[src/rtl/axi_ahb_pkg.sv]
// rtl/axi_ahb_pkg.sv - shared types and constants for the AXI-to-AHB bridge
package axi_ahb_pkg;

    typedef enum logic [2:0] {
        IDLE  = 3'b001,
        GRANT = 3'b010,
        BUSY  = 3'b100
    } arb_state_t;

    localparam int PRIO_RR    = 0;
    localparam int PRIO_FIXED = 1;

    localparam int REQ_WR = 0;
    localparam int REQ_RD = 1;

endpackage

[src/rtl/rr_pick.sv]
// rtl/rr_pick.sv - combinational rotating-base priority picker
module rr_pick #(
    parameter int N   = 2,
    parameter int IDW = $clog2(N)
) (
    input  logic [N-1:0]   i_req,
    input  logic [IDW-1:0] i_base,
    output logic [N-1:0]   o_onehot,
    output logic [IDW-1:0] o_id,
    output logic           o_valid
);

    // Two passes: indices at or above base first, then the wrapped-around low indices.
    always_comb begin
        o_onehot = '0;
        o_id     = '0;
        o_valid  = 1'b0;
        for (int j = 0; j < N; j++) begin
            if (!o_valid && i_req[j] && (j >= int'(i_base))) begin
                o_valid     = 1'b1;
                o_onehot[j] = 1'b1;
                o_id        = IDW'(j);
            end
        end
        for (int j = 0; j < N; j++) begin
            if (!o_valid && i_req[j] && (j < int'(i_base))) begin
                o_valid     = 1'b1;
                o_onehot[j] = 1'b1;
                o_id        = IDW'(j);
            end
        end
    end

endmodule

[src/rtl/axi_ahb_req_arbiter.sv]
// rtl/axi_ahb_req_arbiter.sv - N-way request arbiter in front of the AHB master engine
module axi_ahb_req_arbiter
    import axi_ahb_pkg::*;
#(
    parameter int NUM_REQ   = 2,
    parameter int PRIO_MODE = 0,
    parameter int TIMEOUT   = 256,
    localparam int IDW      = $clog2(NUM_REQ)
) (
    input  logic               clk,
    input  logic               rst,
    input  logic [NUM_REQ-1:0] req,
    input  logic               ack,
    input  logic               done,
    output logic [NUM_REQ-1:0] start,
    output logic [NUM_REQ-1:0] grant,
    output logic [IDW-1:0]     grant_id,
    output logic               busy,
    output logic               timeout
);

    arb_state_t         r_state;
    arb_state_t         w_next;
    logic [NUM_REQ-1:0] r_grant;
    logic [IDW-1:0]     r_grant_id;
    logic               r_timeout;
    logic [NUM_REQ-1:0] w_win;
    logic [IDW-1:0]     w_win_id;
    logic [IDW-1:0]     w_base;
    logic               w_win_valid;
    logic               w_expire;
    logic               w_take;
    logic               w_release;

    assign w_take    = (r_state == IDLE) && ack && w_win_valid;
    assign w_release = (r_state == BUSY) && (done || w_expire);

    rr_pick #(
        .N   (NUM_REQ),
        .IDW (IDW)
    ) u_pick (
        .i_req    (req),
        .i_base   (w_base),
        .o_onehot (w_win),
        .o_id     (w_win_id),
        .o_valid  (w_win_valid)
    );

    generate
        if (PRIO_MODE == PRIO_FIXED) begin : g_fixed
            assign w_base = '0;
        end else begin : g_rr
            logic [IDW-1:0] r_last_id;
            // Resetting to the top index makes requester 0 win the first contest.
            always_ff @(posedge clk or negedge rst) begin
                if (!rst) begin
                    r_last_id <= IDW'(NUM_REQ - 1);
                end else if (w_take) begin
                    r_last_id <= w_win_id;
                end
            end
            assign w_base = (r_last_id == IDW'(NUM_REQ - 1)) ? '0 : r_last_id + IDW'(1);
        end
    endgenerate

    generate
        if (TIMEOUT == 0) begin : g_no_wdog
            assign w_expire = 1'b0;
        end else begin : g_wdog
            localparam int CW = $clog2(TIMEOUT + 1);
            logic [CW-1:0] r_cnt;
            always_ff @(posedge clk or negedge rst) begin
                if (!rst) begin
                    r_cnt <= '0;
                end else if (r_state == GRANT) begin
                    r_cnt <= '0;
                end else if (r_state == BUSY) begin
                    r_cnt <= r_cnt + CW'(1);
                end
            end
            assign w_expire = (r_state == BUSY) && (r_cnt == CW'(TIMEOUT - 1));
        end
    endgenerate

    always_ff @(posedge clk or negedge rst) begin
        if (!rst) begin
            r_state <= IDLE;
        end else begin
            r_state <= w_next;
        end
    end

    always_comb begin
        w_next = r_state;
        case (r_state)
            IDLE:    if (w_take) w_next = GRANT;
            GRANT:   w_next = BUSY;
            BUSY:    if (done || w_expire) w_next = IDLE;
            default: w_next = IDLE;
        endcase
    end

    // done wins over a coincident expiry, so timeout only fires when done is absent.
    always_ff @(posedge clk or negedge rst) begin
        if (!rst) begin
            r_grant    <= '0;
            r_grant_id <= '0;
            r_timeout  <= 1'b0;
        end else begin
            r_timeout <= w_expire && !done;
            if (w_take) begin
                r_grant    <= w_win;
                r_grant_id <= w_win_id;
            end else if (w_release) begin
                r_grant    <= '0;
                r_grant_id <= '0;
            end
        end
    end

    always_comb begin
        start    = (r_state == GRANT) ? r_grant : '0;
        busy     = (r_state != IDLE);
        grant    = r_grant;
        grant_id = r_grant_id;
        timeout  = r_timeout;
    end

endmodule
[config.mk]
export PLATFORM = sky130hd
export DESIGN_NAME = axi_ahb_req_arbiter
export DESIGN_NICKNAME = d
export VERILOG_FILES = /design/src/rtl/axi_ahb_pkg.sv /design/src/rtl/rr_pick.sv /design/src/rtl/axi_ahb_req_arbiter.sv
export SDC_FILE = /design/constraint.sdc
export NUM_CORES = 1
export LEC_CHECK = 0
export ABC_AREA = 1
export ABC_CLOCK_PERIOD_IN_PS = 4400
export CORE_MARGIN = 3
export CORE_UTILIZATION = 25
export CTS_CLUSTER_SIZE = 12
export DETAILED_ROUTE_END_ITERATION = 6
export PLACE_DENSITY = 0.55
export RECOVER_POWER = 50
export SLEW_MARGIN = 25
export SYNTH_ARGS = -nofsm -noshare
export SYNTH_HDL_FRONTEND = slang
export SYNTH_SLANG_ARGS = --single-unit
export TNS_END_PERCENT = 20
[constraint.sdc]
create_clock -name clk -period 4.4 [get_ports clk]
set_clock_uncertainty 0.15 [all_clocks]
set_input_delay 0.66 -clock clk [delete_from_list [all_inputs] [get_ports clk]]
set_output_delay 0.66 -clock clk [all_outputs]
set_load 0.005 [all_outputs]
======== After elaboration in Yosys (flattened, before gate mapping) ========
Cells that the tools add are included.
storage, ports and cells
  logic and storage cells ................. 50
  output and inout bits ................... 7
  input port bits ......................... 6
  register bits ........................... 17
cells by class
  equal/unequal tests ..................... 7
  add/sub/neg operators ................... 2
  mux-type cells .......................... 17
  order comparisons ....................... 2
  reductions and logical operators ........ 16
operator list
  cell                   number
  $mux W9                2
  $add A9 B1 Y9 const B  1
  $eq A9 B8 Y1 const B   1
  $logic_and A1 B1 Y1    9
  $mux W1                9
  $pmux W3 S3            1
  $mux W2                3
  $mux W3                2
  $reduce_bool A2 Y1     2
  $eq A3 B1 Y1 const B   1
  $eq A3 B2 Y1 const B   1
  $eq A3 B3 Y1 const B   1
  $logic_not A1 Y1       3
  $ne A3 B1 Y1 const B   1
  $ne A2 B1 Y1 const B   1
  $ne A2 B2 Y1 const B   1
  $reduce_and A2 Y1      1
  $add A1 B1 Y1 const B  1
  $ge A1 B1 Y1 const A   1
  $logic_or A1 B1 Y1     1
  $lt A1 B1 Y1 const A   1

======== Depth between registers and ports, before layout ========
Gate-level depths: netlist of the first run.
  word-level depth ........................ 15
  depth in mapped cells ................... 10
  mapped depth without buffers ............ 10

======== Hierarchy ========
A second synthesis of the first run with hierarchy kept.
unflattened totals
  cells, all modules ...................... 118
  area, all modules ....................... 919.6 sq um
by module, submodules not included
  module               sequential area each (sq um)  times used  area each (sq um)  cells each
  axi_ahb_req_arbiter  427.9                         1           890.9              111
  rr_pick              0.0                           1           28.8               7

======== Worst setup path before layout of the first run ========
Ideal clock, no wire load.
  path type ............................... register -> register
  start point ............................. register g_wdog.r_cnt[0]
  end point ............................... register r_state[0]
  setup slack ............................. 2.785 ns
  data required time ...................... 4.186 ns
  path buffers ............................ 0
  period minus slack after synthesis ...... 1.615 ns
  data arrival time ....................... 1.401 ns
  library setup time ...................... 0.064 ns
  cell stages (with the launch flop) ...... 11
  path through ............................ dfrtp_1 ha_1 nand2_2 nor2_2 nand3_1 nor2_1 ha_1 inv_1 nand3b_4 nand2_2 nor2_2
between the ends
  word-level cells in the longest chain between the ends .. 5
RTL lines
  what                                line                       text
  start: declaration                  axi_ahb_req_arbiter.sv:71  logic [CW-1:0] r_cnt;
  start signal: assignment            axi_ahb_req_arbiter.sv:78  r_cnt <= r_cnt + CW'(1);
  $eq A9 B8 Y1                        axi_ahb_req_arbiter.sv:81  assign w_expire = (r_state == BUSY) && (r_cnt == CW'(TIMEOUT - 1));
  $logic_and A1 B1 Y1                 axi_ahb_req_arbiter.sv:81
  $logic_or A1 B1 Y1                  axi_ahb_req_arbiter.sv:98  BUSY: if (done || w_expire) w_next = IDLE;
  $ne A2 B1 Y1 (no source line)       n/a
  $reduce_and A2 Y1 (no source line)  n/a
  end signal: assignment              axi_ahb_req_arbiter.sv:89  r_state <= w_next;
  end: declaration                    axi_ahb_req_arbiter.sv:22  arb_state_t r_state;
No other way between the ends.
A chain may end at the register's enable or synchronous reset.

======== Worst setup path after layout of the first run ========
  start point ............................. register r_state[2]
  end point ............................... output start[0]
between the ends
  word-level cells in the longest chain between the ends .. 2
RTL lines
  what              line                        text
  $eq A3 B2 Y1      axi_ahb_req_arbiter.sv:122  start = (r_state == GRANT) ? r_grant : '0;
  $mux W2           axi_ahb_req_arbiter.sv:122
  end: declaration  axi_ahb_req_arbiter.sv:15   output logic [NUM_REQ-1:0] start,
No other way between the ends.

==> metrics.yaml, run 1 <==
start_util: 0.270
seq_area_frac_synth: 0.457
diodes: 0
grt_usage: 0.0860
drt_iter0_drc: 11
dp_slack_ns: 2.26
comb_power_share: 0.277
firstDrtPassIters: 4
syn_area_sq_um: 936
crit_path_end_kind: "output pin"
leakage_nw: 0.535
cts_tree: "yes"
fp.dieH_um: 67.2
rows: 21
fin_nets: 132
synth_top_area_frac: 0.401
synth_compound_area_frac: 0.0775
finalSetupTns_ns: 0
maxSlewViolCount: 0
die_area_sq_um: 4510
synthSimpleGateAreaFrac: 0.361
hold_violations: 0
cap_violations: 0
pin_count: 13
period_share: 0.556
h-tree-depth: 1
worst_pin_slew_ns: 0.781
post-route-min-period_ns: 2.45
hpwl_mm: 1.32
vdd_ir_drop_max_mv: 0.194
clk_pin_slew_ns: 0.07
cp_num_buf_inv: 2
holdBufCountCts: 0
synth.mux.area_fraction: 0
timing.fmax_ghz: 0.409
hold_path_class: "reg2reg"
netSwitchingFraction: 0.310
synthTopCellsByArea: "dfrtp_1 40%, nand2_1 11%, inv_1 6.0%, dfstp_2 5.6%, nand3_1 4.3%"
antenna_found_initial: 0
p_int_mw: 0.323
crit_path_start_kind: "flop"
synth.cells.most_frequent: "28 x nand2_1, 15 x dfrtp_1, 15 x inv_1, 8 x nand3_1, 8 x nor2_1"
crit_required_ns: 3.59
wl_mm: 1.68
power.net_switching_mw: 0.145
grt_pass1_vias: 691
syn_nets: 115
regArea_sq_um: 428
grt_first_pass_wirelength_mm: 2.93
critical_path_class: "reg2out"
synth_cell_type_count: 25
setup_violations: 0
yosysMostFrequentCell: "nand2_1"
powerDensity_nw_per_um2: 414
crit_chain: "inv_2 > nand3_1 > nor2_1 > clkdlybuf4s50_1"
slowest_stage: "clkdlybuf4s50_1"
numPortBuffers: 12
drive_above_1_share: 0.171
core_sq_um: 3470
synth-async-reset-ratio: 1.00
slowest_delay_ns: 0.51
vias: 722
netlist_instances: 107
timing.final.ws_setup_ns: 1.95
p_clk_frac: 0.246
fp.dieW_um: 67.2
synthXorXnorAreaFrac: 0
synth_seq_cells: 17
grt-ovfl-total: 0
clk_latency_ns: 0.25
clockBufferDepth: 2
grt_max_degree: 18
synth_ff_type: "dfrtp_1"
synth_top_area_cell: "dfrtp_1"
status: "complete, no violations"
multi_input_area_sq_um: 408
synth_area_per_cell_sq_um: 8.75
critPathTopFamily: "buffers and inverters"
ant_nets: 0
drc: 0
avgRoutedWirePerCell_um: 9.96
gp_congestion: 0.722
synth_edf_count: 0
area_delta_synth_final_pct: 21.0
nFillCells: 373
synthAdderAreaFrac: 0.0267
via_per_inst: 4.27
ctsResizeCount: 0
rsz0062_at_grt: "no"
cts_root_buf: "clkbuf_8"
slew_headroom: 0.477
synth_top_family_by_area: "simple AND/OR/NAND/NOR gates"
post_cts.repair.setup_buffers: 0
numCtsBuffers: 3
timing.critical_path.arrival_ns: 1.64
pwr-share-seq: 0.477
crit_fanout: 6
clock-sinks: 17
ys_warn_count: 0
-- metrics by stage --
step / utilization / hold WS, ns / area (sq um) / std cells / total power [mW]
2_1_floorplan: - / 0.214 / 936 / 107 / 0.302
3_3_place_gp: 0.321 / 0.339 / 1110 / 165 / 0.360
3_5_place_dp: 0.321 / 0.344 / 1110 / 165 / 0.366
4_1_cts: 0.334 / 0.359 / 1160 / 169 / 0.486
5_1_grt: 0.326 / 0.404 / 1130 / 169 / 0.507
6_report: 0.326 / 0.353 / 1130 / 169 / 0.469
-- power groups by stage --
| stage | registers, mW | clock network [mW] | logic, mW |
|---|---|---|---|
| finish | 0.224 | 0.116 | 0.130 |
| global route | 0.229 | 0.131 | 0.147 |
| CTS | 0.225 | 0.122 | 0.139 |
| detailed placement | 0.228 | 0 | 0.138 |
| global placement | 0.225 | 0 | 0.135 |
| floorplan | 0.223 | 0 | 0.0787 |
-- registers in the layout, summed over array words and instances, names as in the netlist --
signal / count
r_state: 3
g_rr.r_last_id: 1
grant: 2
g_wdog.r_cnt: 9
grant_id: 1
timeout: 1
-- cells in the final DEF (no fill, tap or decap), types with 2 or more instances in the layout --
master / instances
clkbuf_8: 3
clkdlybuf4s50_1: 11
o21ai_0: 5
nand2_1: 29
inv_1: 16
nor2_1: 8
ha_1: 2
dfrtp_1: 15
nor2_2: 4
nand3_2: 2
nand3_1: 9
nand2_2: 2
-- worst paths after layout --
| check | endpoint | cells after the start | start | slack (ns) |
|---|---|---|---|---|
| worst max-delay path | start[0] | 4 | r_state[2]$_DFFE_PN0P_ | 1.95 |
| worst min-delay path | g_rr.r_last_id$_DFFE_PN1P_ | 2 | g_rr.r_last_id$_DFFE_PN1P_ | 0.35 |
| worst max register to register | r_state[0]$_DFFE_PN1P_ | 10 | g_wdog.r_cnt[0]$_DFFE_PN0P_ | 2.63 |
| worst min register to register | g_rr.r_last_id$_DFFE_PN1P_ | 2 | g_rr.r_last_id$_DFFE_PN1P_ | 0.35 |
| max in group asynchronous | g_wdog.r_cnt[2]$_DFFE_PN0P_ | 1 | rst | 2.83 |
| min in group asynchronous | g_wdog.r_cnt[1]$_DFFE_PN0P_ | 1 | rst | 0.78 |
-- final cells by class --
class                           instances  share of cell area
Sequential cell                        17               0.378
Multi-Input combinational cell         72               0.360
Timing Repair Buffer                   12               0.106
Inverter                               18              0.0641
Tap cell                               46              0.0508
Clock buffer                            3              0.0365
Clock inverter                          1             0.00442
-- layer usage --
layer	part of all wire	up-vias	track usage	routed length [um]
li1	-	368	-	-
met1	0.49	336	0.103	818
met2	0.44	16	0.140	739
met3	0.069	2	0.0383	116
met4	0.0048	0	0.0228	8
met5	0	-	0	0
-- cells by family after synthesis --
kind of cell / after synthesis
flops: 17
simple gates: 60
buf+inv: 18
fa+ha+maj: 2
compound gates: 10
-- worst reg2reg max path, cell delays in order (launching register included) --
cell and delay, ns:
dfrtp_1 0.40, ha_1 0.23, nand2_2 0.08, nor2_2 0.16, nand3_1 0.11, nor2_1 0.10, ha_1 0.19, inv_1 0.09
nand3b_4 0.08, nand2_2 0.06, nor2_2 0.08
(Power assumes the default switching activity.)
==> inputs of run 2 (changes only) <==
- ABC_CLOCK_PERIOD_IN_PS: 4400 -> 2300
- clock period: 4.4 -> 2.3 ns (I/O delays scaled with it)
==> metrics.yaml, run 2 (synthesis gave the netlist of run 1 again) <==
post_cts.repair.setup_buffers: 0  # unchanged
pin_count: 13  # unchanged
fp.dieH_um: 67.2  # unchanged
timing.fmax_ghz: 0.484
grt-ovfl-total: 0  # unchanged
h-tree-depth: 1  # unchanged
dp_slack_ns: 0.490  # -1.77 ns
rsz0062_at_grt: "no"
grt_usage: 0.0860  # about the same
crit_path_end_kind: "output pin"
instances_no_fill: 170  # +0.59%
fin_nets: 133  # +0.76%
layout_commonest_cell: "nand2_1"
grt_pass1_vias: 679  # -1.7%
timing.critical_path.arrival_ns: 1.57  # -0.07 ns
hold_ws_ns: 0.352  # -0.000191 ns
worstReg2RegStart: "g_wdog.r_cnt[0]$_DFFE_PN0P_"
start_util: 0.270  # unchanged
worstRegToRegCells: 10  # unchanged
hold_violations: 0  # unchanged
timing.final.ws_setup_ns: 0.233  # -1.72 ns
gp_congestion: 0.746  # +3.4%
via_per_inst: 4.20  # -1.7%
slew_headroom: 0.385  # -0.0919
drt_iter0_drc: 37  # +26
rows: 21  # unchanged
clk_pin_slew_ns: 0.07  # about the same
setup_violations: 0  # unchanged
final_util: 0.332  # +0.00577
diodes: 0  # unchanged
grt_first_pass_wirelength_mm: 2.95  # +0.96%
crit_fanout: 6  # unchanged
wl_mm: 1.71  # +1.5%
cp-startpoint: "r_state[2]$_DFFE_PN0P_"
endpoint: "start[0]"
ctsResizeCount: 0  # unchanged
grt_max_degree: 18  # unchanged
dp.cells: 166  # +0.61%
area_delta_synth_final_pct: 23.1
leakage_nw: 0.539  # +0.78%
critical_path_class: "reg2out"
powerDensity_nw_per_um2: 791  # +91%
r2r_slack_ns: 0.53  # -2.10 ns
crit_path_start_kind: "flop"
numPortBuffers: 12  # unchanged
hold_path_class: "reg2reg"
avgRoutedWirePerCell_um: 10.1  # +0.95%
final_cell_mix: "28 x nand2_1, 15 x inv_1, 15 x dfrtp_1, 11 x clkdlybuf4s50_1"
regMostFlops: "g_wdog.r_cnt"
finalSetupTns_ns: 0  # unchanged
post-route-min-period_ns: 2.07
r2r-end: "r_state[0]$_DFFE_PN1P_"
fp.dieW_um: 67.2  # unchanged
status: "complete, no violations"
cts_root_buf: "clkbuf_8"
core_sq_um: 3470  # unchanged
maxSlewViolCount: 0  # unchanged
clk_latency_ns: 0.25  # about the same
crit_required_ns: 1.80  # -1.79 ns
die_area_sq_um: 4510  # unchanged
clock-sinks: 17  # unchanged
vias: 714  # -1.1%
worst_pin_slew_ns: 0.922  # +0.140 ns
cts_tree: "yes"
holdBufCountCts: 0  # unchanged
numCtsBuffers: 3  # unchanged
ant_nets: 0  # unchanged
antenna_found_initial: 0  # unchanged
clockBufferDepth: 2  # unchanged
drive_above_1_share: 0.202  # +0.0309
vdd_ir_drop_max_mv: 0.368  # +89%
cap_violations: 0  # unchanged
largest_register_ffs: 9  # unchanged
period_share: 0.899
hpwl_mm: 1.33  # +0.63%
firstDrtPassIters: 4  # unchanged
drc: 0  # unchanged
-- run 2: cell types whose count changed in the layout (fill, tap and decap cells not counted), sizes merged --
cell	before	now
clkbuf	3	4
-- run 2: critical path, stage by stage, from the launching register on --
cell             delay, ns
dfrtp_1               0.42
inv_2                 0.10
nand3_2               0.17
nor2_1                0.13
clkdlybuf4s50_1       0.50
-- run 2: stage by stage --
step                      instance area (sq um)  total power [mW]
after floorplan                             936             0.578
after global placement                     1120             0.694
after detailed placement                   1120             0.704
after CTS                                  1170             0.936
after global routing                       1150             0.981
final                                      1150             0.911
-- run 2: where the power goes --
part,internal [mW],switching (mW)
Sequential,0.370,0.0586
Clock,0.120,0.105
Combinational,0.131,0.126
-- run 2: area by class of cell --
class                           instances  area, sq um
Clock buffer                            3         41.3
Inverter                               18         72.6
Tap cell                               46         57.6
Sequential cell                        17          428
Clock inverter                          1         5.00
Multi-Input combinational cell         72          424
Timing Repair Buffer                   13          124
Fill cell                             373         2320
-- run 2: routing by layer --
metal	GRT usage	up-vias	share of wire
met5	0	-	0
met4	0.0152	0	0.0059
met3	0.0300	3	0.057
met2	0.136	18	0.45
met1	0.114	325	0.49
li1	-	368	-
-- run 2: worst min-delay path by stage --
stage / from / to / slack (ns) / depth (start not counted)
after floorplan: rst / g_wdog.r_cnt[0]$_DFFE_PN0P_ / -0.10 / 0
after global placement: g_wdog.r_cnt[6]$_DFFE_PN0P_ / g_wdog.r_cnt[6]$_DFFE_PN0P_ / 0.34 / 2
after detailed placement: g_rr.r_last_id$_DFFE_PN1P_ / g_rr.r_last_id$_DFFE_PN1P_ / 0.35 / 2
after CTS: rst / g_wdog.r_cnt[8]$_DFFE_PN0P_ / 0.26 / 2
after global routing: g_wdog.r_cnt[6]$_DFFE_PN0P_ / g_wdog.r_cnt[6]$_DFFE_PN0P_ / 0.41 / 2
final: g_rr.r_last_id$_DFFE_PN1P_ / g_rr.r_last_id$_DFFE_PN1P_ / 0.35 / 2
==> inputs of run 3 (changes only) <==
- ABC_CLOCK_PERIOD_IN_PS: 2300 -> 1670
- CAP_MARGIN: default -> 10
- PLACE_DENSITY: 0.55 -> 0.56
- clock period: 2.3 -> 1.67 ns (I/O delays scaled with it)
==> metrics.yaml, run 3 (synthesis gave the netlist of run 1 again) <==
dp.cells: 171  # +3.0%
largest_register_ffs: 9  # unchanged
fin_nets: 141  # +6.0%
post-route-min-period_ns: 1.61
cap_violations: 0  # unchanged
gp_congestion: 0.792  # +6.2%
cp_num_buf_inv: 2  # unchanged
clk_latency_ns: 0.25  # about the same
hold_violations: 0  # unchanged
setup_violations: 0  # unchanged
antenna_found_initial: 0  # unchanged
timing.fmax_ghz: 0.619
rsz0062_at_grt: "yes"
whs_path_depth: 2  # unchanged
instances_no_fill: 178  # +4.7%
avgRoutedWirePerCell_um: 10.4  # +3.6%
cp-startpoint: "r_state[0]$_DFFE_PN1P_"
r2r-end: "g_wdog.r_cnt[8]$_DFFE_PN0P_"
core_sq_um: 3470  # unchanged
r2r_slack_ns: 0.07  # -0.46 ns
crit_path_end_kind: "output pin"
worstReg2RegStart: "g_wdog.r_cnt[1]$_DFFE_PN0P_"
fp.dieH_um: 67.2  # unchanged
period_share: 0.967
drt_iter0_drc: 14  # -62%
grt_first_pass_wirelength_mm: 3.11  # +5.1%
die_area_sq_um: 4510  # unchanged
grt-ovfl-total: 0  # unchanged
grt_usage: 0.0893  # +0.00330
diodes: 0  # unchanged
via_per_inst: 4.21  # +0.19%
clock-sinks: 17  # unchanged
dpl_cell_area_sq_um: 1160  # +3.3%
hold_path_class: "reg2reg"
slowest_delay_ns: 0.57  # +0.07 ns
crit_cells: 4  # unchanged
slowest_stage: "dfstp_2"
crit_path_start_kind: "flop"
numPortBuffers: 12  # unchanged
numCtsBuffers: 3  # unchanged
hpwl_mm: 1.42  # +6.9%
power_mw: 1.34  # +47%
dp_slack_ns: 0.0279  # -0.462 ns
drc: 0  # unchanged
cts_root_buf: "clkbuf_8"
clockBufferDepth: 2  # unchanged
timing.critical_path.arrival_ns: 1.21  # -0.36 ns
final_cell_mix: "28 x nand2_1, 15 x dfrtp_1, 14 x inv_1, 8 x clkdlybuf4s50_1, 8 x buf_4"
crit_fanout: 3  # -3
final_cell_area_sq_um: 1250  # +8.5%
critical_path_class: "reg2out"
drive_above_1_share: 0.333  # +0.132
vias: 749  # +4.9%
powerDensity_nw_per_um2: 1080  # +36%
holdBufCountCts: 0  # unchanged
area_delta_synth_final_pct: 33.6
pin_count: 13  # unchanged
endpoint: "start[0]"
cts_tree: "yes"
layout_commonest_cell: "nand2_1"
grt_pass1_vias: 732  # +7.8%
leakage_nw: 0.583  # +8.1%
crit_required_ns: 1.27  # -0.53 ns
start_util: 0.270  # unchanged
status: "complete, no violations"
regMostFlops: "g_wdog.r_cnt"
crit_chain: "inv_1 > nand3_2 > nor2_2 > clkdlybuf4s15_1"
vdd_ir_drop_max_mv: 0.650  # +77%
grt_max_degree: 18  # unchanged
clk_pin_slew_ns: 0.07  # about the same
wl_mm: 1.85  # +8.4%
timing.final.ws_setup_ns: 0.0557  # -0.177 ns
fp.dieW_um: 67.2  # unchanged
critPathTopFamily: "flip-flops"
slew_headroom: 0.393  # +0.00735
h-tree-depth: 1  # unchanged
worstRegToRegCells: 7  # -3
maxSlewViolCount: 0  # unchanged
rows: 21  # unchanged
ant_nets: 0  # unchanged
worst_pin_slew_ns: 0.911  # -0.0110 ns
firstDrtPassIters: 4  # unchanged
-- run 3: changes by cell type in the layout (fill, tap and decap cells not counted), moves of 2 or more --
cell,change
ha_1,-2
buf_4,+8
clkdlybuf4s15_1,+2
nor2_1,-2
ha_2,+2
clkdlybuf4s50_1,-3
-- run 3: power by group --
group | internal, mW | switching, mW | total [mW]
logic | 0.240 | 0.211 | 0.451
clock network | 0.165 | 0.143 | 0.308
registers | 0.512 | 0.0727 | 0.585
-- run 3: layer usage --
metal	up-vias	wire (um)	GRT usage
met4	0	0	0.00759
met5	-	0	0
met1	344	844	0.112
li1	383	-	-
met3	0	116	0.0316
met2	22	891	0.153
-- run 3: worst reg2reg max path: stages, from the launching register on --
cell and delay (ns):
dfrtp_1 0.36, ha_2 0.20, nand2_2 0.08, nor2_4 0.10, nand3_2 0.08, nor2_2 0.12, ha_2 0.27, o22ai_2 0.16
-- run 3: worst min path at each step --
stage	from	slack (ns)	to
floorplan	rst	-0.20	g_wdog.r_cnt[0]$_DFFE_PN0P_
global placement	g_rr.r_last_id$_DFFE_PN1P_	0.35	g_rr.r_last_id$_DFFE_PN1P_
detailed placement	g_wdog.r_cnt[6]$_DFFE_PN0P_	0.35	g_wdog.r_cnt[6]$_DFFE_PN0P_
CTS	rst	0.17	g_wdog.r_cnt[4]$_DFFE_PN0P_
global route	g_rr.r_last_id$_DFFE_PN1P_	0.40	g_rr.r_last_id$_DFFE_PN1P_
finish	g_rr.r_last_id$_DFFE_PN1P_	0.37	g_rr.r_last_id$_DFFE_PN1P_
-- run 3: layout make-up --
type | instances | area [sq um]
fillers | 368 | 2220
well taps | 46 | 57.6
inverters | 18 | 72.6
multi-input cells | 72 | 467
clock buffers | 3 | 41.3
clock inverters | 1 | 5.00
flip-flops and latches | 17 | 428
repair buffers | 21 | 179
-- run 3: repair_timing --
item,in CTS,in global routing
buffers inserted,1,2
setup endpoints to repair,3,9
pin swaps,1,5
gates resized for setup,6,10
-- run 3: stage by stage --
| step | hold WS (ns) | util | setup TNS [ns] |
|---|---|---|---|
| CTS | 0.172 | 0.350 | 0 |
| detailed placement | 0.349 | 0.334 | 0 |
| floorplan | -0.195 | - | 0 |
| finish | 0.367 | 0.360 | 0 |
| global placement | 0.347 | 0.334 | 0 |
| global route | 0.403 | 0.360 | -0.186 |
==> RTL edit 1 (settings of run 3) <==
Make the reset (`rst`) synchronous in 4 clocked blocks.
--- a/src/rtl/axi_ahb_req_arbiter.sv
+++ b/src/rtl/axi_ahb_req_arbiter.sv
@@ -52,7 +52,7 @@
         end else begin : g_rr
             logic [IDW-1:0] r_last_id;
             // Resetting to the top index makes requester 0 win the first contest.
-            always_ff @(posedge clk or negedge rst) begin
+            always_ff @(posedge clk) begin
                 if (!rst) begin
                     r_last_id <= IDW'(NUM_REQ - 1);
                 end else if (w_take) begin
@@ -69,7 +69,7 @@
         end else begin : g_wdog
             localparam int CW = $clog2(TIMEOUT + 1);
             logic [CW-1:0] r_cnt;
-            always_ff @(posedge clk or negedge rst) begin
+            always_ff @(posedge clk) begin
                 if (!rst) begin
                     r_cnt <= '0;
                 end else if (r_state == GRANT) begin
@@ -82,7 +82,7 @@
         end
     endgenerate
 
-    always_ff @(posedge clk or negedge rst) begin
+    always_ff @(posedge clk) begin
         if (!rst) begin
             r_state <= IDLE;
         end else begin
@@ -101,7 +101,7 @@
     end
 
     // done wins over a coincident expiry, so timeout only fires when done is absent.
-    always_ff @(posedge clk or negedge rst) begin
+    always_ff @(posedge clk) begin
         if (!rst) begin
             r_grant    <= '0;
             r_grant_id <= '0;
Function: differs if rst is asserted again (counterexample within 4 cycles, from zero or initial values and one cycle with rst low); with rst held inactive, the same outputs for 10 cycles.
==> RTL edit 1 against run 3 <==
Hold slack got worse by 0.030 ns; design area fell by 13%; wire length fell by 9.0%; area after synthesis fell by 13%; sequential share of layout area fell by 2.4 points; sequential cell count did not move; via count fell by 2.0%; worst setup slack improved by 0.013 ns; critical path type is now reg -> reg; highest routed layer is now met4.
Power is not compared: it rests on default switching activity, and its combinational part moved more than twofold at a synthesized area within 25%.
==> RTL edit 1: results (changes against run 3) <==
[power]
p_seq_w=0.000428
p_leak_nw=0.412
vdd_ir_drop_max_uv=334
switching_share=0.267
seq_power_share=0.566
p_comb_frac=0.127

[logic_synthesis]
synth_warnings=0  ; unchanged
yosys-top-cells-area=dfxtp_1 42%, inv_1 7.9%, nand3_1 7.4%, a21oi_1 5.6%, nand2_1 5.6%
synth-main-ff-cell=dfxtp_1
async_reset_ff_frac=0  ; -1.00
ys_seq_area_frac=0.420  ; -0.0375
ys_types=23  ; -8.0%
synthCells=105  ; -1.9%
yosys-top-cells-count=17 x dfxtp_1, 17 x inv_1, 12 x nand2_1, 12 x nand3_1, 9 x a21oi_1

[cells_and_area]
antennaDiodeCount=0  ; unchanged
final_cells=170  ; -4.5%
largest-register=g_wdog.r_cnt
layout-drive-gt1-share=0.302  ; -0.0317
fill_cells=320  ; -13%
register_area_um2=347  ; -19%
fin_nets=135  ; -4.3%
largest_reg_flops=9  ; unchanged

[global_routing]
antenna_found_initial=0  ; unchanged
grt_pass1_vias=683  ; -6.7%
grt_pass1_wl_mm=2.91  ; -6.2%
grt_max_degree=12  ; -6
grt_usage=0.0913  ; +0.00200

[clock_tree]
htree_levels=1  ; unchanged
clockRootBuffer=clkbuf_4
clockBufferDepth=2  ; unchanged
numCtsBuffers=3  ; unchanged
clk-insertion-delay-late_ns=0.30  ; +0.05 ns
path_clk_slew_ns=0.11  ; +0.04 ns

[routing]
drt_iter0_markers=8  ; -6
routedWlPerCell_um=9.92  ; -4.7%
first_pass_iters=4  ; unchanged
viasPerCell=4.32  ; +2.6%

[place]
gp_congestion=0.736  ; -7.1%
portBuffers=12  ; unchanged
dp.cells=165  ; -3.5%
dpl_cell_area_um2=1020  ; -12%
dp_hpwl_mm=1.33  ; -6.1%
place_ws_ns=0.0401  ; +0.0122 ns

[critical_path]
crit_family=simple AND/OR/NAND/NOR gates
cpPeakStageDelay_ns=0.37  ; -0.20 ns
crit_path_max_fanout=3  ; unchanged
crit_arrival_ns=1.70  ; +0.49 ns
cpMaxStageDelayCell=dfxtp_2

[worst_hold_path]
hold_path.class=reg -> reg

[sta]
slew_headroom=0.837  ; +0.444

[run_status]
outcome=complete, no violations

[RTL edit 1: cell types whose count changed in the layout (fill, tap and decap cells not counted), sizes merged, moves of 3 or more]
cell	delta
nand4	+3
a21oi	+8
dfxtp	+17
buf	-3
nand2	-16
dfrtp	-15
o21ai	-3
[RTL edit 1: worst paths after layout]
kind | from | end | slack (ns) | cells after the start
setup / recovery | g_wdog.r_cnt[0] | r_state[0] | 0.07 | 8
hold / removal | grant_id | grant_id | 0.34 | 2
setup reg to reg | g_wdog.r_cnt[0] | r_state[0] | 0.07 | 8
hold reg to reg | grant_id | grant_id | 0.34 | 2
[RTL edit 1: metal layers]
metal  up-vias  global-route usage  part of all wire  routed length (um)
li1        382                   -                 -                   -
met1       345               0.111              0.47                 786
met2         5               0.145              0.51                 856
met3         2              0.0198             0.017                  28
met4         0              0.0579            0.0089                  15
met5         -                   0                 0                   0
[RTL edit 1: layout make-up]
cell class,instances,share of cell area
clock buffers,3,0.0207
clock inverters,1,0.00689
inverters,20,0.0689
multi-input cells,68,0.397
flip-flops and latches,17,0.318
well taps,44,0.0505
repair buffers,17,0.138
[RTL edit 1: worst reg2reg max path, cell delays in order, from the launching register on]
cell,delay [ns]
dfxtp_2,0.37
ha_4,0.14
nand3_2,0.09
nor4_2,0.28
ha_2,0.24
inv_2,0.05
nand3_2,0.07
nand4_1,0.07
nand3_1,0.08
[RTL edit 1: repair_timing]
item,in CTS,in global routing
pin swaps,0,4
buffers inserted,1,0
gates resized for setup,5,13
setup endpoints to repair,3,9
[RTL edit 1: kinds of logic (layout without fill, tap and decap cells)]
logic type,Yosys count,count (layout),share of synthesized area
xor+xnor,2,2,0.0216
flops,17,17,0.420
buf+inv,20,41,0.0926
simple gates,49,49,0.332
compound gates,15,15,0.103
fa+ha+maj,2,2,0.0309
==> RTL edit 2 (flow settings as in run 3) <==
Made on the original files. The parameter `TIMEOUT` goes from 256 to 128.
--- a/src/rtl/axi_ahb_req_arbiter.sv
+++ b/src/rtl/axi_ahb_req_arbiter.sv
@@ -4,7 +4,7 @@
 #(
     parameter int NUM_REQ   = 2,
     parameter int PRIO_MODE = 0,
-    parameter int TIMEOUT   = 256,
+    parameter int TIMEOUT   = 128,
     localparam int IDW      = $clog2(NUM_REQ)
 ) (
     input  logic               clk,
Function: no difference found for any inputs over 10 cycles, from zero or initial values and one cycle with rst low; that may be too few to reach the edited logic, so the function may still have changed.
==> RTL edit 2 against run 3 <==
Worst setup slack worse by 0.0033 ns; first-iteration DRC count up 7.1%; wire length down 8.1%; design area down 16%; total power down 5.9%; maximum frequency down 0.20%; non-clock buffer count down 4; critical endpoint is now start[1]; clock power down 16%; combinational power down 7.8%; sequential cell count down 1; highest routed layer unchanged; hold slack worse by 0.036 ns; area after synthesis down 13%; largest cell class is now flip-flops and latches; count of clock-buffer cells in the layout up 1; critical path type unchanged.
==> RTL edit 2: results (changes against run 3) <==
[cells_and_area]
antennaDiodeCount=0  ; unchanged
layout-drive-gt1-share=0.149  ; -0.185
largest-register=g_wdog.r_cnt
fin_nets=129  ; -8.5%
largest_reg_flops=8  ; -1

[logic_synthesis]
yosys-top-cells-area=dfrtp_1 43%, nand2_1 12%, nand3_1 7.4%, dfstp_2 6.5%, inv_1 6.5%
synth_warnings=0  ; unchanged
yosys-top-cells-count=26 x nand2_1, 14 x dfrtp_1, 14 x inv_1
ys_types=20  ; -20%
syn_nets=107  ; -7.0%
ys_seq_area_frac=0.497  ; +0.0397
async_reset_ff_frac=1.00  ; unchanged
synth-main-ff-cell=dfrtp_1

[routing]
wl_met3_um=89  ; -23%
vias=696  ; -7.1%
top_layer_used=met3
routedWlPerCell_um=10.3  ; -0.91%
drt_iter0_markers=15  ; +1
met1_length_um=852  ; +0.95%
dr_wl_met2_um=760  ; -15%
drc_errors=0  ; unchanged
first_pass_iters=4  ; unchanged

[critical_path]
crit_arrival_ns=1.22
crit_path_start=r_state[0]
reg2reg_to=grant[1]
crit_path_max_fanout=3  ; unchanged
end_kind=output pin
reg2reg_depth=5  ; -2
reg2reg_slack_ns=0.17  ; +0.10 ns
endpoint=start[1]

[sta]
tightest_slew_ns=0.840  ; -0.0709 ns
min_period_ns=1.62  ; +0.00330 ns

[place]
gp_congestion=0.801  ; +1.1%
dp_hpwl_mm=1.31  ; -7.7%
portBuffers=12  ; unchanged
place_ws_ns=0.0576  ; +0.0297 ns

[global_routing]
grt_usage=0.0970  ; +0.00776
grt_max_degree=17  ; -1
antenna_found_initial=0  ; unchanged
grt_pass1_wl_mm=3.08  ; -0.68%
grt_pass1_vias=750  ; +2.5%

[power]
vdd_ir_drop_max_uv=579  ; -11%
p_leak_nw=0.518  ; -11%

[clock_tree]
htree_levels=1  ; unchanged
numCtsBuffers=3  ; unchanged
clockBufferDepth=2  ; unchanged
clk-insertion-delay-late_ns=0.29  ; +0.04 ns
clockRootBuffer=clkbuf_4
path_clk_slew_ns=0.09  ; +0.02 ns

[run_status]
outcome=complete, no violations

[worst_hold_path]
hold_path.class=reg -> reg

[RTL edit 2: logic make-up (layout without fill, tap and decap cells)]
group | Yosys count | count (layout) | synth area share
AO/OA/AOI/OAI | 12 | 12 | 0.0988
XOR/XNOR | 1 | 1 | 0.0108
adder cells (fa/ha/maj) | 1 | 1 | 0.0154
buffers and inverters | 15 | 36 | 0.0725
flip-flops | 16 | 16 | 0.497
AND/OR/NAND/NOR | 55 | 55 | 0.306
[RTL edit 2: metrics by stage]
| stage | cells | total power (W) | instance area (um^2) |
|---|---|---|---|
| after global placement | 160 | 0.000994 | 1020 |
| after CTS | 165 | 0.00129 | 1060 |
| after detailed placement | 160 | 0.00101 | 1020 |
| after global routing | 165 | 0.00136 | 1060 |
| after floorplan | 100 | 0.000791 | 811 |
| final | 165 | 0.00126 | 1060 |
[RTL edit 2: final cells by class]
| type | instances | area (um^2) |
|---|---|---|
| tap | 44 | 55.1 |
| clock buffer | 4 | 36.3 |
| fill | 344 | 2020 |
| sequential | 16 | 403 |
| timing repair buffer | 17 | 149 |
| multi-input combinational | 69 | 354 |
| inverter | 15 | 58.8 |
[RTL edit 2: what timing repair did]
item | 4_1_cts | 5_1_grt
buffers inserted | 1 | 0
hold endpoints to repair | 0 | 0
setup endpoints to repair | 3 | 2
resized for setup | 7 | 3
[RTL edit 2: critical path: stages (launching register included)]
cell and delay, ns:
dfstp_2 0.56, inv_1 0.05, nand3_2 0.08, nor2_1 0.05, clkdlybuf4s15_1 0.19
[RTL edit 2: routing by layer]
layer  up-vias  track usage
met1       314        0.120
met4         0       0.0165
li1        361            -
met5         -            0
met3         0       0.0360
met2        21        0.162
[RTL edit 2: how the worst min path moves through the flow]
stage	start	slack, ns	to	cells after the start
2_1_floorplan	rst	-0.20	g_wdog.r_cnt[0]	0
3_3_place_gp	g_rr.r_last_id	0.32	g_rr.r_last_id	2
3_5_place_dp	g_rr.r_last_id	0.32	g_rr.r_last_id	2
4_1_cts	rst	0.12	grant[1]	2
5_1_grt	g_rr.r_last_id	0.36	g_rr.r_last_id	2
6_report	g_rr.r_last_id	0.33	g_rr.r_last_id	2
[RTL edit 2: report_power, final]
| group | total (W) | switching, W | internal (W) | leakage [nW] |
|---|---|---|---|---|
| clock | 0.000260 | 0.000127 | 0.000133 | 0.0210 |
| sequential | 0.000589 | 0.0000883 | 0.000501 | 0.210 |
| combinational | 0.000416 | 0.000202 | 0.000213 | 0.287 |
